--- src/rtl/vga_mem_arbiter_if.sv ---
// vga_mem_arbiter_if: bundles the arbiter's VGA, CPU and RAM-port signals.
// The slave modport is the arbiter's view; master is the surrounding
// environment (VGA controller, Bitgen, CPU and block RAM together).
// dbg_state mirrors the arbiter FSM (0 IDLE, 1 ISSUE, 2 RDWAIT, 3 ACK).
`timescale 1ns/1ps
interface vga_mem_arbiter_if #(
  parameter int ADDR_W = 15,
  parameter int DATA_W = 16
);
  // VGA / Bitgen side
  logic              bright;
  logic [ADDR_W-1:0] vga_addr;
  logic [DATA_W-1:0] vga_data;
  // CPU side
  logic              cpu_req;
  logic              cpu_we;
  logic [ADDR_W-1:0] cpu_addr;
  logic [DATA_W-1:0] cpu_wdata;
  logic              cpu_ack;
  logic [DATA_W-1:0] cpu_rdata;
  logic              cpu_starve;
  // Block RAM port B
  logic [ADDR_W-1:0] mem_addr;
  logic              mem_we;
  logic [DATA_W-1:0] mem_din;
  logic [DATA_W-1:0] mem_dout;
  // FSM state for observation
  logic [1:0]        dbg_state;

  modport slave (
    input  bright, vga_addr, cpu_req, cpu_we, cpu_addr, cpu_wdata, mem_dout,
    output vga_data, cpu_ack, cpu_rdata, cpu_starve,
    output mem_addr, mem_we, mem_din, dbg_state
  );

  modport master (
    output bright, vga_addr, cpu_req, cpu_we, cpu_addr, cpu_wdata, mem_dout,
    input  vga_data, cpu_ack, cpu_rdata, cpu_starve,
    input  mem_addr, mem_we, mem_din, dbg_state
  );
endinterface

--- src/rtl/vga_mem_arbiter.sv ---
// vga_mem_arbiter: shares one frame-RAM port between VGA pixel fetch and
// CPU load/store. VGA owns the port whenever bright=1; the CPU is served
// only during blanking. Optional starvation monitor is built when the
// macro VGA_MEM_ARB_STARVE_EN is defined; otherwise cpu_starve is tied 0.
//
// CPU handshake: cpu_req is a level held (with cpu_we/cpu_addr/cpu_wdata
// stable) until cpu_ack; cpu_ack is a registered one-cycle pulse, and for a
// read cpu_rdata is valid in that same cycle. Dropping cpu_req while the
// FSM is idle cancels the request; once issued the access always completes.
// While cpu_ack is high the FSM will not accept a new request, so a master
// that drops cpu_req on the edge after seeing the ack is never re-served.
`timescale 1ns/1ps
module vga_mem_arbiter #(
  parameter int ADDR_W       = 15,
  parameter int DATA_W       = 16,
  parameter int READ_LAT     = 1,    // block RAM read latency, 1..3
  parameter int STARVE_LIMIT = 1024
) (
  input  logic            clock,
  input  logic            clear,
  vga_mem_arbiter_if.slave bus
);

  typedef enum logic [1:0] {
    S_IDLE   = 2'd0,
    S_ISSUE  = 2'd1,
    S_RDWAIT = 2'd2,
    S_ACK    = 2'd3
  } state_t;

  state_t              r_state;
  state_t              w_state_nxt;

  logic                w_cpu_owns;
  logic                w_cpu_tok_in;
  logic                w_cpu_tok_out;
  logic                w_vga_tok_out;
  logic [READ_LAT-1:0] r_vga_tok;
  logic [READ_LAT-1:0] r_cpu_tok;

  logic [DATA_W-1:0]   r_vga_data;
  logic [DATA_W-1:0]   r_cpu_rdata;
  logic                r_cpu_ack;

  logic [ADDR_W-1:0]   w_mem_addr;
  logic                w_mem_we;
  logic [DATA_W-1:0]   w_mem_din;

  // The CPU drives the RAM only in its single ISSUE cycle, and only if the
  // display has not become active in that very cycle.
  assign w_cpu_owns    = (r_state == S_ISSUE) && !bus.bright;
  assign w_cpu_tok_in  = w_cpu_owns && !bus.cpu_we;
  assign w_cpu_tok_out = r_cpu_tok[READ_LAT-1];
  assign w_vga_tok_out = r_vga_tok[READ_LAT-1];

  // FSM state register
  always_ff @(posedge clock or posedge clear) begin
    if (clear) r_state <= S_IDLE;
    else       r_state <= w_state_nxt;
  end

  // FSM next-state logic
  always_comb begin
    w_state_nxt = r_state;
    unique case (r_state)
      S_IDLE: begin
        if (bus.cpu_req && !bus.bright && !r_cpu_ack) w_state_nxt = S_ISSUE;
      end
      S_ISSUE: begin
        // Display went active during issue: abandon, retry from IDLE.
        if (bus.bright)      w_state_nxt = S_IDLE;
        else if (bus.cpu_we) w_state_nxt = S_ACK;
        else                 w_state_nxt = S_RDWAIT;
      end
      S_RDWAIT: begin
        // An issued read finishes regardless of later bright changes.
        if (w_cpu_tok_out) w_state_nxt = S_ACK;
      end
      S_ACK: begin
        w_state_nxt = S_IDLE;
      end
      default: w_state_nxt = S_IDLE;
    endcase
  end

  // RAM port mux: VGA address by default, CPU access only when it owns the
  // port; forced to zero while clear is held.
  always_comb begin
    w_mem_addr = bus.vga_addr;
    w_mem_we   = 1'b0;
    w_mem_din  = '0;
    if (clear) begin
      w_mem_addr = '0;
    end else if (w_cpu_owns) begin
      w_mem_addr = bus.cpu_addr;
      w_mem_we   = bus.cpu_we;
      w_mem_din  = bus.cpu_wdata;
    end
  end

  // Read-token pipelines: one bit per cycle of RAM latency, marking which
  // returning words belong to VGA and which to a CPU read.
  always_ff @(posedge clock or posedge clear) begin
    if (clear) begin
      r_vga_tok <= '0;
      r_cpu_tok <= '0;
    end else begin
      r_vga_tok[0] <= bus.bright;
      r_cpu_tok[0] <= w_cpu_tok_in;
      for (int i = 1; i < READ_LAT; i++) begin
        r_vga_tok[i] <= r_vga_tok[i-1];
        r_cpu_tok[i] <= r_cpu_tok[i-1];
      end
    end
  end

  // Bitgen data register: load the RAM word when a VGA token exits.
  always_ff @(posedge clock or posedge clear) begin
    if (clear)              r_vga_data <= '0;
    else if (w_vga_tok_out) r_vga_data <= bus.mem_dout;
  end

  // CPU read data: captured as the CPU token exits, held until next read.
  always_ff @(posedge clock or posedge clear) begin
    if (clear)                                      r_cpu_rdata <= '0;
    else if ((r_state == S_RDWAIT) && w_cpu_tok_out) r_cpu_rdata <= bus.mem_dout;
  end

  // Completion pulse: one cycle, registered from the ACK state.
  always_ff @(posedge clock or posedge clear) begin
    if (clear) r_cpu_ack <= 1'b0;
    else       r_cpu_ack <= (r_state == S_ACK);
  end

`ifdef VGA_MEM_ARB_STARVE_EN
  localparam logic [15:0] LP_LIMIT = 16'(STARVE_LIMIT);

  logic [15:0] r_wait_cnt;
  logic [15:0] w_wait_cnt_nxt;
  logic        r_starve;

  // Wait counter: counts idle cycles with a pending request, saturating.
  always_comb begin
    w_wait_cnt_nxt = r_wait_cnt;
    if (r_state == S_ISSUE)
      w_wait_cnt_nxt = '0;
    else if ((r_state == S_IDLE) && bus.cpu_req && (r_wait_cnt != 16'hFFFF))
      w_wait_cnt_nxt = r_wait_cnt + 16'd1;
  end

  // Counter register and sticky starvation flag (cleared only by reset).
  always_ff @(posedge clock or posedge clear) begin
    if (clear) begin
      r_wait_cnt <= '0;
      r_starve   <= 1'b0;
    end else begin
      r_wait_cnt <= w_wait_cnt_nxt;
      if (w_wait_cnt_nxt >= LP_LIMIT) r_starve <= 1'b1;
    end
  end

  assign bus.cpu_starve = r_starve;
`else
  assign bus.cpu_starve = 1'b0;
`endif

  assign bus.mem_addr  = w_mem_addr;
  assign bus.mem_we    = w_mem_we;
  assign bus.mem_din   = w_mem_din;
  assign bus.vga_data  = r_vga_data;
  assign bus.cpu_rdata = r_cpu_rdata;
  assign bus.cpu_ack   = r_cpu_ack;
  assign bus.dbg_state = r_state;

endmodule

--- src/flat_wrapper.sv ---
// flat-port wrapper written by rule: the top's interface ports become plain ports
module vga_mem_arbiter_flat 
#(
  parameter int ADDR_W       = 15,
  parameter int DATA_W       = 16,
  parameter int READ_LAT     = 1,                                   
  parameter int STARVE_LIMIT = 1024
)
  (clock, clear, bus_bright, bus_vga_addr, bus_cpu_req, bus_cpu_we, bus_cpu_addr, bus_cpu_wdata, bus_mem_dout, bus_vga_data, bus_cpu_ack, bus_cpu_rdata, bus_cpu_starve, bus_mem_addr, bus_mem_we, bus_mem_din, bus_dbg_state);
  vga_mem_arbiter_if #(.ADDR_W(ADDR_W), .DATA_W(DATA_W)) bus_i ();
  input  logic clock;
  input  logic clear;
  input wire logic [$bits(bus_i.bright)-1:0] bus_bright;
  input wire logic [$bits(bus_i.vga_addr)-1:0] bus_vga_addr;
  input wire logic [$bits(bus_i.cpu_req)-1:0] bus_cpu_req;
  input wire logic [$bits(bus_i.cpu_we)-1:0] bus_cpu_we;
  input wire logic [$bits(bus_i.cpu_addr)-1:0] bus_cpu_addr;
  input wire logic [$bits(bus_i.cpu_wdata)-1:0] bus_cpu_wdata;
  input wire logic [$bits(bus_i.mem_dout)-1:0] bus_mem_dout;
  output wire logic [$bits(bus_i.vga_data)-1:0] bus_vga_data;
  output wire logic [$bits(bus_i.cpu_ack)-1:0] bus_cpu_ack;
  output wire logic [$bits(bus_i.cpu_rdata)-1:0] bus_cpu_rdata;
  output wire logic [$bits(bus_i.cpu_starve)-1:0] bus_cpu_starve;
  output wire logic [$bits(bus_i.mem_addr)-1:0] bus_mem_addr;
  output wire logic [$bits(bus_i.mem_we)-1:0] bus_mem_we;
  output wire logic [$bits(bus_i.mem_din)-1:0] bus_mem_din;
  output wire logic [$bits(bus_i.dbg_state)-1:0] bus_dbg_state;
  assign bus_i.bright = bus_bright;
  assign bus_i.vga_addr = bus_vga_addr;
  assign bus_i.cpu_req = bus_cpu_req;
  assign bus_i.cpu_we = bus_cpu_we;
  assign bus_i.cpu_addr = bus_cpu_addr;
  assign bus_i.cpu_wdata = bus_cpu_wdata;
  assign bus_i.mem_dout = bus_mem_dout;
  assign bus_vga_data = bus_i.vga_data;
  assign bus_cpu_ack = bus_i.cpu_ack;
  assign bus_cpu_rdata = bus_i.cpu_rdata;
  assign bus_cpu_starve = bus_i.cpu_starve;
  assign bus_mem_addr = bus_i.mem_addr;
  assign bus_mem_we = bus_i.mem_we;
  assign bus_mem_din = bus_i.mem_din;
  assign bus_dbg_state = bus_i.dbg_state;
  vga_mem_arbiter #(.ADDR_W(ADDR_W), .DATA_W(DATA_W), .READ_LAT(READ_LAT), .STARVE_LIMIT(STARVE_LIMIT)) u_core (.clock(clock), .clear(clear), .bus(bus_i));
endmodule
--- config.mk ---
export PLATFORM = sky130hd
export DESIGN_NAME = vga_mem_arbiter_flat
export DESIGN_NICKNAME = d
export VERILOG_FILES = /design/src/rtl/vga_mem_arbiter_if.sv /design/src/rtl/vga_mem_arbiter.sv /design/src/flat_wrapper.sv
export SDC_FILE = /design/constraint.sdc
export NUM_CORES = 1
export LEC_CHECK = 0
export ABC_AREA = 1
export BUFFER_PORTS_ARGS = -buffer_cell sky130_fd_sc_hd__clkbuf_2
export CAP_MARGIN = 20
export CORE_MARGIN = 4
export CORE_UTILIZATION = 45
export DETAILED_ROUTE_END_ITERATION = 8
export GPL_ROUTABILITY_DRIVEN = 0
export HOLD_SLACK_MARGIN = 0.03
export PLACE_DENSITY_LB_ADDON = 0.25
export SLEW_MARGIN = 0
export SYNTH_ARGS = -nofsm -noshare
export SYNTH_HDL_FRONTEND = slang
export SYNTH_SLANG_ARGS = --single-unit
export TNS_END_PERCENT = 50
--- constraint.sdc ---
create_clock -name clock -period 2.6 [get_ports clock]
set_input_delay 0.52 -clock clock [delete_from_list [all_inputs] [get_ports clock]]
set_output_delay 0.52 -clock clock [all_outputs]
set_load 0.02 [all_outputs]
## After elaboration in Yosys (flattened, before gate mapping)

Index checks and enable logic that the tools add are counted.
W data, S select, Z words.

| word-level totals | value |
|---|---|
| input bits | 67 |
| output and inout bits | 68 |
| register bits | 37 |

| cells by class | value |
|---|---|
| reduce and logical (&&, ||, !) cells | 10 |
| equal/unequal tests | 5 |
| mux-type cells | 11 |

Operators by type and width:

| operator | count |
|---|---|
| $mux W16 | 2 |
| $mux W15 | 2 |
| $pmux W2 S4 | 1 |
| $mux W2 | 3 |
| $logic_and A1 B1 Y1 | 5 |
| $eq A2 B2 Y1 const B | 2 |
| $ne A2 B1 Y1 const B | 2 |
| $logic_not A1 Y1 | 3 |
| $mux W1 | 3 |
| $eq A2 B1 Y1 const B | 1 |
| $logic_not A2 Y1 | 1 |
| $reduce_and A2 Y1 | 1 |

## Longest topological paths before layout

| depth | value |
|---|---|
| depth after elaboration | 5 |
| mapped depth | 6 |
| gate-level depth less buffers | 4 |

## Worst setup path before layout

OpenSTA, ideal clock, no wires.

| timing path | value |
|---|---|
| path kind | input-to-output |
| start | input port clear |
| end | output port bus_mem_addr[10] |
| stages on the path | 4 |
| arrival time | 1.685 ns |
| data required time | 2.080 ns |
| setup slack | 0.395 ns |
| path buffers | 1 |
| path through | clkinv_1 -> buf_2 -> nand2_1 -> nor2_1 |

| on the way | value |
|---|---|
| word-level cells in the longest chain between the ends | 1 |

RTL lines:

| element | line | text |
|---|---|---|
| start, declared | flat_wrapper.sv:12 | `input logic clear;` |
| $mux W15 | vga_mem_arbiter.sv:92 | `if (clear) begin` |
| end, declared | flat_wrapper.sv:24 | `output wire logic [$bits(bus_i.mem_addr)-1:0] bus_mem_addr;` |

No other way between the ends.

## Final worst setup path

| timing path | value |
|---|---|
| start | register u_core.r_state[0], in the netlist u_core.bus.dbg_state[0] |
| end | output port bus_mem_addr[1] |

| on the way | value |
|---|---|
| word-level cells in the longest chain between the ends | 4 |

RTL lines:

| element | line | text |
|---|---|---|
| start, declared | vga_mem_arbiter.sv:31 | `state_t r_state;` |
| start signal, assigned | vga_mem_arbiter.sv:59 | `else r_state <= w_state_nxt;` |
| $eq A2 B1 Y1 | vga_mem_arbiter.sv:51 | `assign w_cpu_owns = (r_state == S_ISSUE) && !bus.bright;` |
| $logic_and A1 B1 Y1 | vga_mem_arbiter.sv:51 |  |
| $mux W15 | vga_mem_arbiter.sv:94 | `end else if (w_cpu_owns) begin` |
| $mux W15 | vga_mem_arbiter.sv:92 |  |

No other way between the ends.

==> metrics <==
Max stage delay on crit path=approximately 0.60 ns; clock sinks=37; Final Max Tran Viols=0; crit path cell chain=buf_4 -> a21oi_1 -> nor2_1 -> clkbuf_2; Clock Skew=roughly 0.0043 ns; Synth area leader=dfrtp_1; Rel. slew slack=0.373; Syn Nets=326; maximum number of pins on one net before global-route repair=37; crit path launch=u_core.bus.dbg_state[0]; routed vias=1,957; Synth top area share=0.472; Skew-Pair Late Insertion Delay=between 0.2 and 0.3 ns; f_max=between 400 and 500 MHz; XOR/XNOR share of the synthesized area=0; post-CTS resize count=0; CTS tree=done; RR Startpoint=u_core.r_vga_tok; largest family of logic cells by synthesized area=simple AND/OR/NAND/NOR gates; DP Worst Slack=0.606 ns; post-synthesis async set-or-reset flop share=1.00; reg2reg path depth=2; most common cell in the synthesized netlist=inv_1; CP endpoint=bus_mem_addr[1]; reg-to-reg setup timing slack=1.26 ns; I/O Buffers=133; Simple-Gate Fraction of Synth Area=0.247; adder-cell share of the synthesized area=0; Area Growth Syn to Fin=37.3%; drc violations=0; clk root buf=clkbuf_8; Yosys warning count=0; synthesized area per cell=7.58 µm²; clock buffer depth=2; Vert. Die Dim=74.1 µm; Detailed Route WL=between 4000 and 5000 µm; Iter 0 DRT Violations=86; Total GRT Usage=0.183; placed cell areas=roughly 0.0026 mm²; register bit count reported by yosys=37; Tcrit/Tclk final=0.843; clock slew at reported path FFs=0.07 ns; grt ovf=0; starting density of the core=0.477; Worst R2R End=u_core.bus.vga_data[12]; met3 Usage GRT=0.0581; Most used DFF post-synth=dfrtp_1; first-pass GRT wire length=7790 µm; critical path's slowest cell=dfrtp_1; Setup Buffers After CTS=0; Ports=135; DP Cell Count=430; CP endpoint kind=primary output; CTS H-tree depth=2; met2 GRT Util=0.323; Final TNS setup=0 ns; CTS Buf Count=5; cts hold-fix bufs=0; Commonest cells post-synth=inv_1, nor2_1, dfrtp_1; Compound-Gate Fraction of Synth Area=0.120; Nets=around 450; Die X=~74 µm; initial antenna violation count=0; die area=0.00548 mm²; crit path launch type=flip-flop; DRT Pass-1 Iters=4; crit path max fanout=26; Post-DP HPWL=3840 µm; Row Count=23; register area share after synthesis=0.472; mux cell area share after synthesis=0; Mapped Cells=259; status=complete, no violations; layout cell share with drive strength beyond 1=0.412; wire per inst=11.3 µm; mapped cell area=roughly 0.0020 mm²; fin worst setup slack=0.409 ns; Post-synth EDFFs=0; Antenna Cells=0; final setup vio count=0; vias in the first global route=1,812; HP Class=in2async; final instance area=0.00270 mm²; GR Layer Usage met1=0.209; busiest grt layer=met2; Post-DRT Antenna Nets=0; top cells by area, synth=dfrtp_1, inv_1, a21oi_1; vias per std cell=4.47; WP data arrival=1.67 ns; RSZ-0062 raised after global routing=no; final hold vios=0; Netlist cell types=18; critical setup path kind=reg2out; CP required=2.08 ns; worst slew pin tran=0.941 ns; LEAKAGE=approximately 1.6 nW; PwrDens=748 mW/mm²; maxcap violations=0; Max VDD drop=around 450 µV; post-route insts no fill=around 440; minimum clock period=around 2.2 ns; core area=0.00412 mm²
-- through the flow --
step	hold slack, ns	utilization	power (W)
final	0.178	0.655	0.00202
after global routing	0.178	0.655	0.00217
after CTS	0.163	0.655	0.00205
after detailed placement	0.472	0.633	0.00164
after global placement	0.464	0.633	0.00163
after floorplan	0.548	-	0.00137
-- registers in the layout, indices dropped and copies added (netlist names), named ones only --
signal,cells
u_core.bus.vga_data,16
u_core.r_vga_tok,1
u_core.bus.cpu_rdata,16
u_core.bus.cpu_ack,1
u_core.bus.dbg_state,1
u_core.r_cpu_tok,1
-- kinds of logic (layout without fill, tap and decap cells) --
logic type / after synthesis / count (layout)
simple gates: 106 / 106
buf+inv: 68 / 197
compound gates: 47 / 47
flops: 37 / 37
other cells: 1 / 1
-- final cells by class --
cell class	count	area, µm²
clock buffer	5	68.8
clock inverter	3	22.5
fill	375	1420
inverter	52	195
multi-input combinational	154	724
sequential	37	926
tap	50	62.6
timing repair buffer	137	696
-- routing by layer --
layer / vias up / wire (µm)
met3: 2 / 579
li1: 1035 / -
met4: 0 / 25
met5: - / 0
met1: 836 / 1950
met2: 84 / 2380
-- critical path, delay by kind of cell (launching register included) --
| family | cells | cell delay (ns) |
|---|---|---|
| flip-flops | 1 | 0.60 |
| buffers and inverters | 2 | 0.53 |
| AO/OA/AOI/OAI | 1 | 0.10 |
| AND/OR/NAND/NOR | 1 | 0.15 |
-- power by group --
group          switching [W]  internal, W
logic               0.000519     0.000271
registers           0.000113     0.000721
clock network       0.000205     0.000188
total               0.000837      0.00118
-- worst min-delay path by stage --
stage / depth (start not counted) / end / slack [ns]
floorplan: 2 / u_core.bus.vga_data[5] / 0.55
global placement: 2 / u_core.bus.cpu_rdata[12] / 0.46
detailed placement: 2 / u_core.bus.cpu_rdata[12] / 0.47
CTS: 2 / u_core.bus.cpu_rdata[6] / 0.16
global route: 2 / u_core.bus.cpu_rdata[6] / 0.18
finish: 2 / u_core.bus.cpu_rdata[6] / 0.18
-- placed cells by master (no fill, tap or decap) --
cell type,netlist,layout
clkbuf_2,0,133
inv_1,50,50
nor2_1,40,40
dfrtp_1,37,37
nand2_1,35,35
a21oi_1,31,31
nand3_1,18,18
o21ai_0,14,14
nor2_2,9,9
clkbuf_8,0,5
buf_4,3,4
clkinvlp_4,0,3
nor2_4,2,2
inv_2,1,2
nand3_4,2,2
o21ai_1,2,2
conb_1,1,1
No activity file was read; power rests on OpenSTA's default activity.
